===== config.mk =====
export PLATFORM = sky130hd
export DESIGN_NAME = rob_param
export DESIGN_NICKNAME = d
export VERILOG_FILES = /design/src/rtl/rob_param.sv
export SDC_FILE = /design/constraint.sdc
export NUM_CORES = 2
export LEC_CHECK = 0
export CAP_MARGIN = 5
export CORE_MARGIN = 1
export CORE_UTILIZATION = 30
export DETAILED_ROUTE_END_ITERATION = 16
export PLACE_DENSITY_LB_ADDON = 0.05
export SETUP_SLACK_MARGIN = 0.02
export SLEW_MARGIN = 15
export SYNTH_ARGS = -nofsm -noshare
export SYNTH_HDL_FRONTEND = slang
export SYNTH_SLANG_ARGS = --single-unit

===== constraint.sdc =====
create_clock -name clk -period 43 [get_ports clk]
set_clock_uncertainty 0.1 [all_clocks]
set_input_delay 4.3 -clock clk [delete_from_list [all_inputs] [get_ports clk]]
set_output_delay 4.3 -clock clk [all_outputs]
set_load 0.02 [all_outputs]

===== src/rtl/rob_param.sv =====
// rob_param: parametrised reorder buffer.
//
// Allocates one entry per issued instruction in program order and returns
// its tag. Entries complete through two writeback ports. Up to COMMIT_W
// completed entries retire per cycle, oldest first. Operand lookup reads an
// entry's result, bypassing a writeback that lands on it in the same cycle.
// flush discards every entry in one cycle.
//
// Ports
//   clk, rst                 clock, asynchronous active-high reset
//   flush                    discard all entries (beats issue/wb/commit)
//   issue_valid/ready        allocation handshake (ready = !full)
//   issue_dest/regwrite      destination register and RF write enable
//   issue_tag                tag being allocated this cycle (tail pointer)
//   wbN_valid/tag/value      writeback ports 0 and 1 (wb1 wins on a tie)
//   lk_X_tag/ready/value     operand lookup ports a and b
//   commit_valid/we          per-slot retire and RF write strobes
//   commit_addr/data/tag     per-slot packed fields, slot 0 in the LSBs
//   count, empty, full       occupancy

module rob_param #(
    parameter int DEPTH    = 16,
    parameter int DATA_W   = 32,
    parameter int REG_W    = 5,
    parameter int COMMIT_W = 2,
    parameter int TAG_W    = $clog2(DEPTH)
) (
    input  logic                         clk,
    input  logic                         rst,
    input  logic                         flush,
    input  logic                         issue_valid,
    output logic                         issue_ready,
    input  logic [REG_W-1:0]             issue_dest,
    input  logic                         issue_regwrite,
    output logic [TAG_W-1:0]             issue_tag,
    input  logic                         wb0_valid,
    input  logic [TAG_W-1:0]             wb0_tag,
    input  logic [DATA_W-1:0]            wb0_value,
    input  logic                         wb1_valid,
    input  logic [TAG_W-1:0]             wb1_tag,
    input  logic [DATA_W-1:0]            wb1_value,
    input  logic [TAG_W-1:0]             lk_a_tag,
    input  logic [TAG_W-1:0]             lk_b_tag,
    output logic                         lk_a_ready,
    output logic                         lk_b_ready,
    output logic [DATA_W-1:0]            lk_a_value,
    output logic [DATA_W-1:0]            lk_b_value,
    output logic [COMMIT_W-1:0]          commit_valid,
    output logic [COMMIT_W-1:0]          commit_we,
    output logic [COMMIT_W*REG_W-1:0]    commit_addr,
    output logic [COMMIT_W*DATA_W-1:0]   commit_data,
    output logic [COMMIT_W*TAG_W-1:0]    commit_tag,
    output logic [TAG_W:0]               count,
    output logic                         empty,
    output logic                         full
);

    logic [DEPTH-1:0]  e_valid;
    logic [DEPTH-1:0]  e_ready;
    logic [DEPTH-1:0]  e_rw;
    logic [REG_W-1:0]  e_dest  [DEPTH];
    logic [DATA_W-1:0] e_value [DEPTH];

    logic [TAG_W-1:0]  head;
    logic [TAG_W-1:0]  tail;
    logic [TAG_W:0]    count_q;

    logic              issue_fire;
    logic              wb0_hit;
    logic              wb1_hit;
    logic              fire_chain;
    logic [TAG_W:0]    retire_n;
    logic [TAG_W-1:0]  slot_idx [COMMIT_W];

    assign count       = count_q;
    assign full        = (count_q == (TAG_W+1)'(DEPTH));
    assign empty       = (count_q == '0);
    assign issue_ready = !full;
    assign issue_tag   = tail;
    assign issue_fire  = issue_valid && !full;
    assign wb0_hit     = wb0_valid && e_valid[wb0_tag];
    assign wb1_hit     = wb1_valid && e_valid[wb1_tag];

    // Slot i may only retire when every older slot retires too, so the
    // fire condition is chained from slot 0 upward. Flush kills the chain.
    always_comb begin
        fire_chain   = !flush;
        retire_n     = '0;
        commit_valid = '0;
        commit_we    = '0;
        commit_addr  = '0;
        commit_data  = '0;
        commit_tag   = '0;
        for (int i = 0; i < COMMIT_W; i++) begin
            slot_idx[i] = head + TAG_W'(i);
            fire_chain  = fire_chain && e_valid[slot_idx[i]] && e_ready[slot_idx[i]];
            commit_valid[i] = fire_chain;
            commit_we[i]    = fire_chain && e_rw[slot_idx[i]];
            commit_addr[i*REG_W +: REG_W]   = e_dest[slot_idx[i]];
            commit_data[i*DATA_W +: DATA_W] = e_value[slot_idx[i]];
            commit_tag[i*TAG_W +: TAG_W]    = slot_idx[i];
            retire_n = retire_n + (TAG_W+1)'(fire_chain);
        end
    end

    // Returns {ready, value}; a same-cycle writeback to a live entry is
    // forwarded, wb1 taking precedence to match the write order below.
    function automatic logic [DATA_W:0] lookup(input logic [TAG_W-1:0] t);
        logic [DATA_W:0] r;
        r = '0;
        if (e_valid[t]) begin
            if (wb1_valid && wb1_tag == t)
                r = {1'b1, wb1_value};
            else if (wb0_valid && wb0_tag == t)
                r = {1'b1, wb0_value};
            else
                r = {e_ready[t], e_value[t]};
        end
        return r;
    endfunction

    assign {lk_a_ready, lk_a_value} = lookup(lk_a_tag);
    assign {lk_b_ready, lk_b_value} = lookup(lk_b_tag);

    // Within one edge: writebacks first, then retire clears, then issue.
    // The issued entry is always invalid beforehand, so it can never collide
    // with a writeback (ignored) or a retiring entry.
    always_ff @(posedge clk or posedge rst) begin
        if (rst) begin
            e_valid <= '0;
            e_ready <= '0;
            e_rw    <= '0;
            for (int i = 0; i < DEPTH; i++) begin
                e_dest[i]  <= '0;
                e_value[i] <= '0;
            end
            head    <= '0;
            tail    <= '0;
            count_q <= '0;
        end else if (flush) begin
            e_valid <= '0;
            e_ready <= '0;
            head    <= '0;
            tail    <= '0;
            count_q <= '0;
        end else begin
            if (wb0_hit) begin
                e_ready[wb0_tag] <= 1'b1;
                e_value[wb0_tag] <= wb0_value;
            end
            if (wb1_hit) begin
                e_ready[wb1_tag] <= 1'b1;
                e_value[wb1_tag] <= wb1_value;
            end
            for (int i = 0; i < COMMIT_W; i++) begin
                if (commit_valid[i]) begin
                    e_valid[slot_idx[i]] <= 1'b0;
                    e_ready[slot_idx[i]] <= 1'b0;
                end
            end
            if (issue_fire) begin
                e_valid[tail] <= 1'b1;
                e_ready[tail] <= 1'b0;
                e_rw[tail]    <= issue_regwrite;
                e_dest[tail]  <= issue_dest;
                e_value[tail] <= '0;
                tail          <= tail + 1'b1;
            end
            head    <= head + retire_n[TAG_W-1:0];
            count_q <= count_q + (TAG_W+1)'(issue_fire) - retire_n;
        end
    end

endmodule


# [After elaboration in Yosys (flattened, before gate mapping)]
# Cells that the tools add are included.
[word_totals] ff_bits=653 input_bits=92 out_inout_bits=164 wordCells=213
[op_classes] addsub=6 n_lt_le_gt_ge=22 eq_ne=5 mux=95 n_bitwise=21 n_reduce_logical=26
[ops] op="$mux 512" n=5
[ops] op="$bwmux 512" n=2
[ops] op="$and 512x512->512" n=1
[ops] op="$bmux 32 s4" n=4
[ops] op="$not 512->512" n=1
[ops] op="$demux 32 s4" n=3
[ops] op="$mux 32" n=11
[ops] op="$mux 16" n=16
[ops] op="$mux 33" n=6
[ops] op="$and 16x16->16" n=5
[ops] op="$bwmux 80" n=1
[ops] op="$bmux 1 s4" n=12
[ops] op="$not 16->16" n=3
[ops] op="$or 16x16->16" n=3
[ops] op="$bmux 5 s4" n=2
[ops] op="$ge 5x5->1 const B" n=7
[ops] op="$lt 4x5->1 const B" n=7
[ops] op="$not 4->5" n=7
[ops] op="$mux 5" n=6
[ops] op="$logic_and 1x1->1" n=21
[ops] op="$demux 1 s4" n=5
[ops] op="$demux 5 s4" n=1
[ops] op="$ge 4x1->1 const B" n=5
[ops] op="$mux 1" n=17
[ops] op="other kinds (15)" n=24

# [Depth between registers and ports, before layout]
[depth] depth_word=19 mapped_depth=21 mapped_depth_nobuf=18

# [Least setup slack after synthesis]
# No wires, ideal clock.
[synth_path] path_type="in2out" startpoint="input lk_a_tag[1]" endpoint="output lk_a_value[21]" t_arrival_ns=6.024 t_required_ns=38.600 setup_slack_ns=32.576 stages=7 path_buffers=3 cell_sequence="buf_4 buf_6 buf_6 mux4_2 mux4_2 mux2i_1 a21oi_1"
[synth_via] elab_chain_len=7 elab_cells_between_ends=13 cone_classes="2 x eq/ne; 8 x mux; 1 x bitwise; 2 x reduce/logical"
[synth_lines] item="from (decl)" line_no="42" text="input logic [TAG_W-1:0] lk_a_tag,"
[synth_lines] item="$not 4->5 (not written as such)" line_no="117" text="r = {e_ready[t], e_value[t]};"
[synth_lines] item="$bmux 32 s4" line_no="117"
[synth_lines] item="$mux 32 (not written as such) (2 in a row)" line_no="117"
[synth_lines] item="$mux 33" line_no="114" text="else if (wb0_valid && wb0_tag == t)"
[synth_lines] item="$mux 33" line_no="112" text="if (wb1_valid && wb1_tag == t)"
[synth_lines] item="$mux 33 *" line_no="111" text="if (e_valid[t]) begin"
[synth_lines] item="to (decl)" line_no="46" text="output logic [DATA_W-1:0] lk_a_value,"
# Mark *: on every way between the ends. The rest lies on a longest branch, timed or not. The select of a mux whose other input is x is not followed.

# [Worst setup path after layout]
[layout_path] startpoint="input lk_b_tag[0]" endpoint="output lk_b_value[15]"
[layout_via] elab_chain_len=7 elab_cells_between_ends=13 cone_classes="2 x eq/ne; 8 x mux; 1 x bitwise; 2 x reduce/logical"
[layout_lines] item="from (decl)" line_no="43" text="input logic [TAG_W-1:0] lk_b_tag,"
[layout_lines] item="$not 4->5 (not written as such)" line_no="117"
[layout_lines] item="$bmux 32 s4" line_no="117"
[layout_lines] item="$mux 32 (not written as such) (2 in a row)" line_no="117"
[layout_lines] item="$mux 33" line_no="114"
[layout_lines] item="$mux 33" line_no="112"
[layout_lines] item="$mux 33 *" line_no="111"
[layout_lines] item="to (decl)" line_no="47" text="output logic [DATA_W-1:0] lk_b_value,"
# Marks and branches as above.

==> run summary <==
status: finished, final reports clean
Flop pwr share: 37.9%
fmax: 77.84 MHz
Max-Cap Viols: 0
post-cts gate resize count: 0
CTS H-tree lvls: 3
pins over their slew limit: 0
First-pass DRT Iterations: 8
largest net degree at the start of global routing: 117
Power Total: 1791 uW
Core Region: 179,200 sq um
slowest stage delay, CP: 840 ps
post-synthesis compound-gate area fraction: 17.04%
total wire length: 310,500 microns
uppermost routed layer: met5
Yosys top cell by area: mux4_2
clk_lat worst skew: 730 ps
sw frac: 31.85%
Synth Area in Adders: 0.4884%
chip height: 427.5 microns
Final Critical Period: 12,850 ps
family with the most delay on the worst path: buffers and inverters
Finished Layout Cells: 7,499
Synth Flop Type: dfrtp_1
Unique masters post-synth: 75
final setup violation count: 0
top cells by count, synth: 733 x mux4_2, 653 x dfrtp_1, 509 x nand2_1
placed cells: 7,319
# nets final: 5,169
met3 routed WL: 29,780 microns
leakage power: 0.02193 uW
register area share after synthesis: 30.09%
Synth Instances: 5,243
TNS Setup: 0 ps
area grow syn2layout: 13.01%
post-synth top area share: 30.40%
CP cell instances: buf_8 > buf_4 > mux4_2 > mux4_2 > buf_4 > o21ai_0 > a21oi_1 > clkdlybuf4s50_1
Max-slew headroom: 15.29%
largest family of logic cells by synthesized area: multiplexers
Synth Area per Inst: 10.36 sq um
total nets after synthesis: 5,355
Final Wtd Congestion: 0.8496
Worst EP required: 38,600 ps
sw power: 570.5 uW
ys async rst share: 100.0%
synthesis-stage register bit count: 653
DP HPWL: 173,000 microns
fillers: 18,100
final hold viol count: 0
initial antenna violation count: 23
worst vdd ir: 0.03036 mV
root buf cell: clkbuf_16
Num CTS Buffers: 91
clock-pin slew of the registers on the worst-case setup and hold paths: 50 ps
critical path arrival: 8450 ps
vias in the first global route: 49,750
Cell Area, Synth: 54,310 sq um
CP max-delay cell: buf_4
maximum root-to-sink buffer count: 3
Remaining Overflow, GRT: 0
Worst-Margin Slew: 1271 ps
Final WS setup: 30,150 ps
worst-path fanout max: 55
# rows: 155
RSZ-0062 raised after global routing: no
Starting Density: 30.31%
via count: 51,410
Top-Level Pins: 256
area of the die: 182,700 sq um
first-pass GRT wire length: 424,800 microns
total global-route track usage: 33.52%
Post-synth EDFFs: 0
HP Class: flip-flop to flip-flop
initial DRC count: 6,643
drc violations: 0
Crit path buffers/inverters: 4
vias per std cell: 6.855
crit share post-route: 29.88%
Chip Width: 427.5 microns
wire length on met2: 139,800 microns
kind of critical path: input pin to output pin
Warnings, synthesis: 0
Int Power: 1220 uW
simple-gate portion of the synthesized area: 12.33%
most common cell in the netlist: mux4_2
mux cell area share after synthesis: 33.76%
pwr dens: 29.18 nW/um^2
Routed WL per cell: 41.41 microns
M1 WL: 123,600 microns
Combinational Power Share: 17.3%
Sink Count: 653
pre-CTS WS: 30,150 ps
PortBufs: 255
Clk pwr share: 44.8%
Worst setup EP type: output pin
Post-CTS Hold Fix Bufs: 0
XOR/XNOR share of the synthesized area: 0.4032%
TritonCTS clock tree: yes
share of cells above drive strength 1: 23.65%
top cells by area, synth: mux4_2 30%, dfrtp_1 30%, a21oi_1 4.0%
post-route ant nets: 0
Worst setup SP type: input pin
number of post-CTS setup repair buffers: 0
## per-layer routing
metal | vias up | global-route usage, %
met5 | - | 0.6349
met2 | 3398 | 51.25
li1 | 20190 | -
met3 | 782 | 7.605
met1 | 27030 | 44.31
met4 | 8 | 16.99
## registers in the layout, indices dropped and copies added, names as in the netlist
register and flops:
e_value 512, e_dest 80, e_ready 16, e_rw 16, e_valid 16, count 5, head 4, issue_tag 4
## stage by stage
step                area (sq um)  utilization [%]  hold WS (ps)
finish                     61370            34.25         421.2
global route               61340            34.23         431.6
CTS                        61330            34.23         422.6
detailed placement         58290            32.53         410.8
global placement           58290            32.53         405.1
floorplan                  54310                -         391.3
## layout by cell type (no fill, tap or decap), types with 45 or more instances in the layout
cell type | synthesis | routed
clkdlybuf4s50_1 | 0 | 246
dfrtp_1 | 653 | 650
mux2i_1 | 71 | 71
o211ai_1 | 66 | 66
nor2b_1 | 77 | 74
a21o_1 | 98 | 97
nand3_1 | 205 | 199
o21ai_1 | 47 | 47
o21ai_0 | 358 | 358
o311ai_0 | 45 | 45
mux2_2 | 99 | 99
a21oi_1 | 435 | 432
nor2_1 | 198 | 191
o311ai_1 | 51 | 51
o31ai_1 | 64 | 64
nand2_1 | 509 | 492
mux4_2 | 733 | 733
clkbuf_16 | 0 | 91
nor3_1 | 332 | 332
buf_4 | 38 | 145
o22ai_1 | 128 | 128
a22oi_1 | 104 | 104
## worst paths after layout
check                                        from                  endpoint  slack (ps)  depth (start not counted)
max                                   lk_b_tag[0]            lk_b_value[15]       30150                          8
min in group asynchronous                     rst    e_dest[34]$_DFFE_PP0P_        4030                          2
min reg2reg                e_dest[61]$_DFFE_PP0P_    e_dest[61]$_DFFE_PP0P_         420                          1
min                        e_dest[61]$_DFFE_PP0P_    e_dest[61]$_DFFE_PP0P_         420                          1
max reg2reg                     head[0]$_DFF_PP0_        count[4]$_DFF_PP0_       36640                         18
max in group asynchronous                     rst  e_value[143]$_DFFE_PP0N_       35160                          6
## power groups by stage
stage / Sequential [uW] / Clock, uW / Combinational, uW
global route: 684 / 837 / 322
global placement: 689 / 0 / 305
CTS: 678 / 815 / 307
floorplan: 676 / 0 / 184
finish: 679 / 802 / 309
detailed placement: 689 / 0 / 306
## cells by family (layout without fill, tap and decap cells)
| kind of cell | count (synthesis) | in the layout |
|---|---|---|
| xor gates and xnor gates | 25 | 25 |
| and+or+nand+nor | 1437 | 1437 |
| buffers and inverters | 702 | 588 |
| muxes | 903 | 903 |
| adders and majority gates | 20 | 20 |
| DFF | 653 | 653 |
| other | 0 | 15 |
| AOI/OAI and AO/OA | 1503 | 1503 |
## cell type report
cell class	count	area [sq um]	share of cell area [%]
inverters	24	100.1	0.1631
clock inverters	35	461.7	0.7523
flip-flops and latches	653	16350	26.65
well taps	2355	2947	4.801
multi-input cells	3888	35200	57.36
clock buffers	130	2584	4.210
diodes	15	37.54	0.06116
repair buffers	399	3685	6.004
No activity file was read; power rests on OpenSTA's default activity.
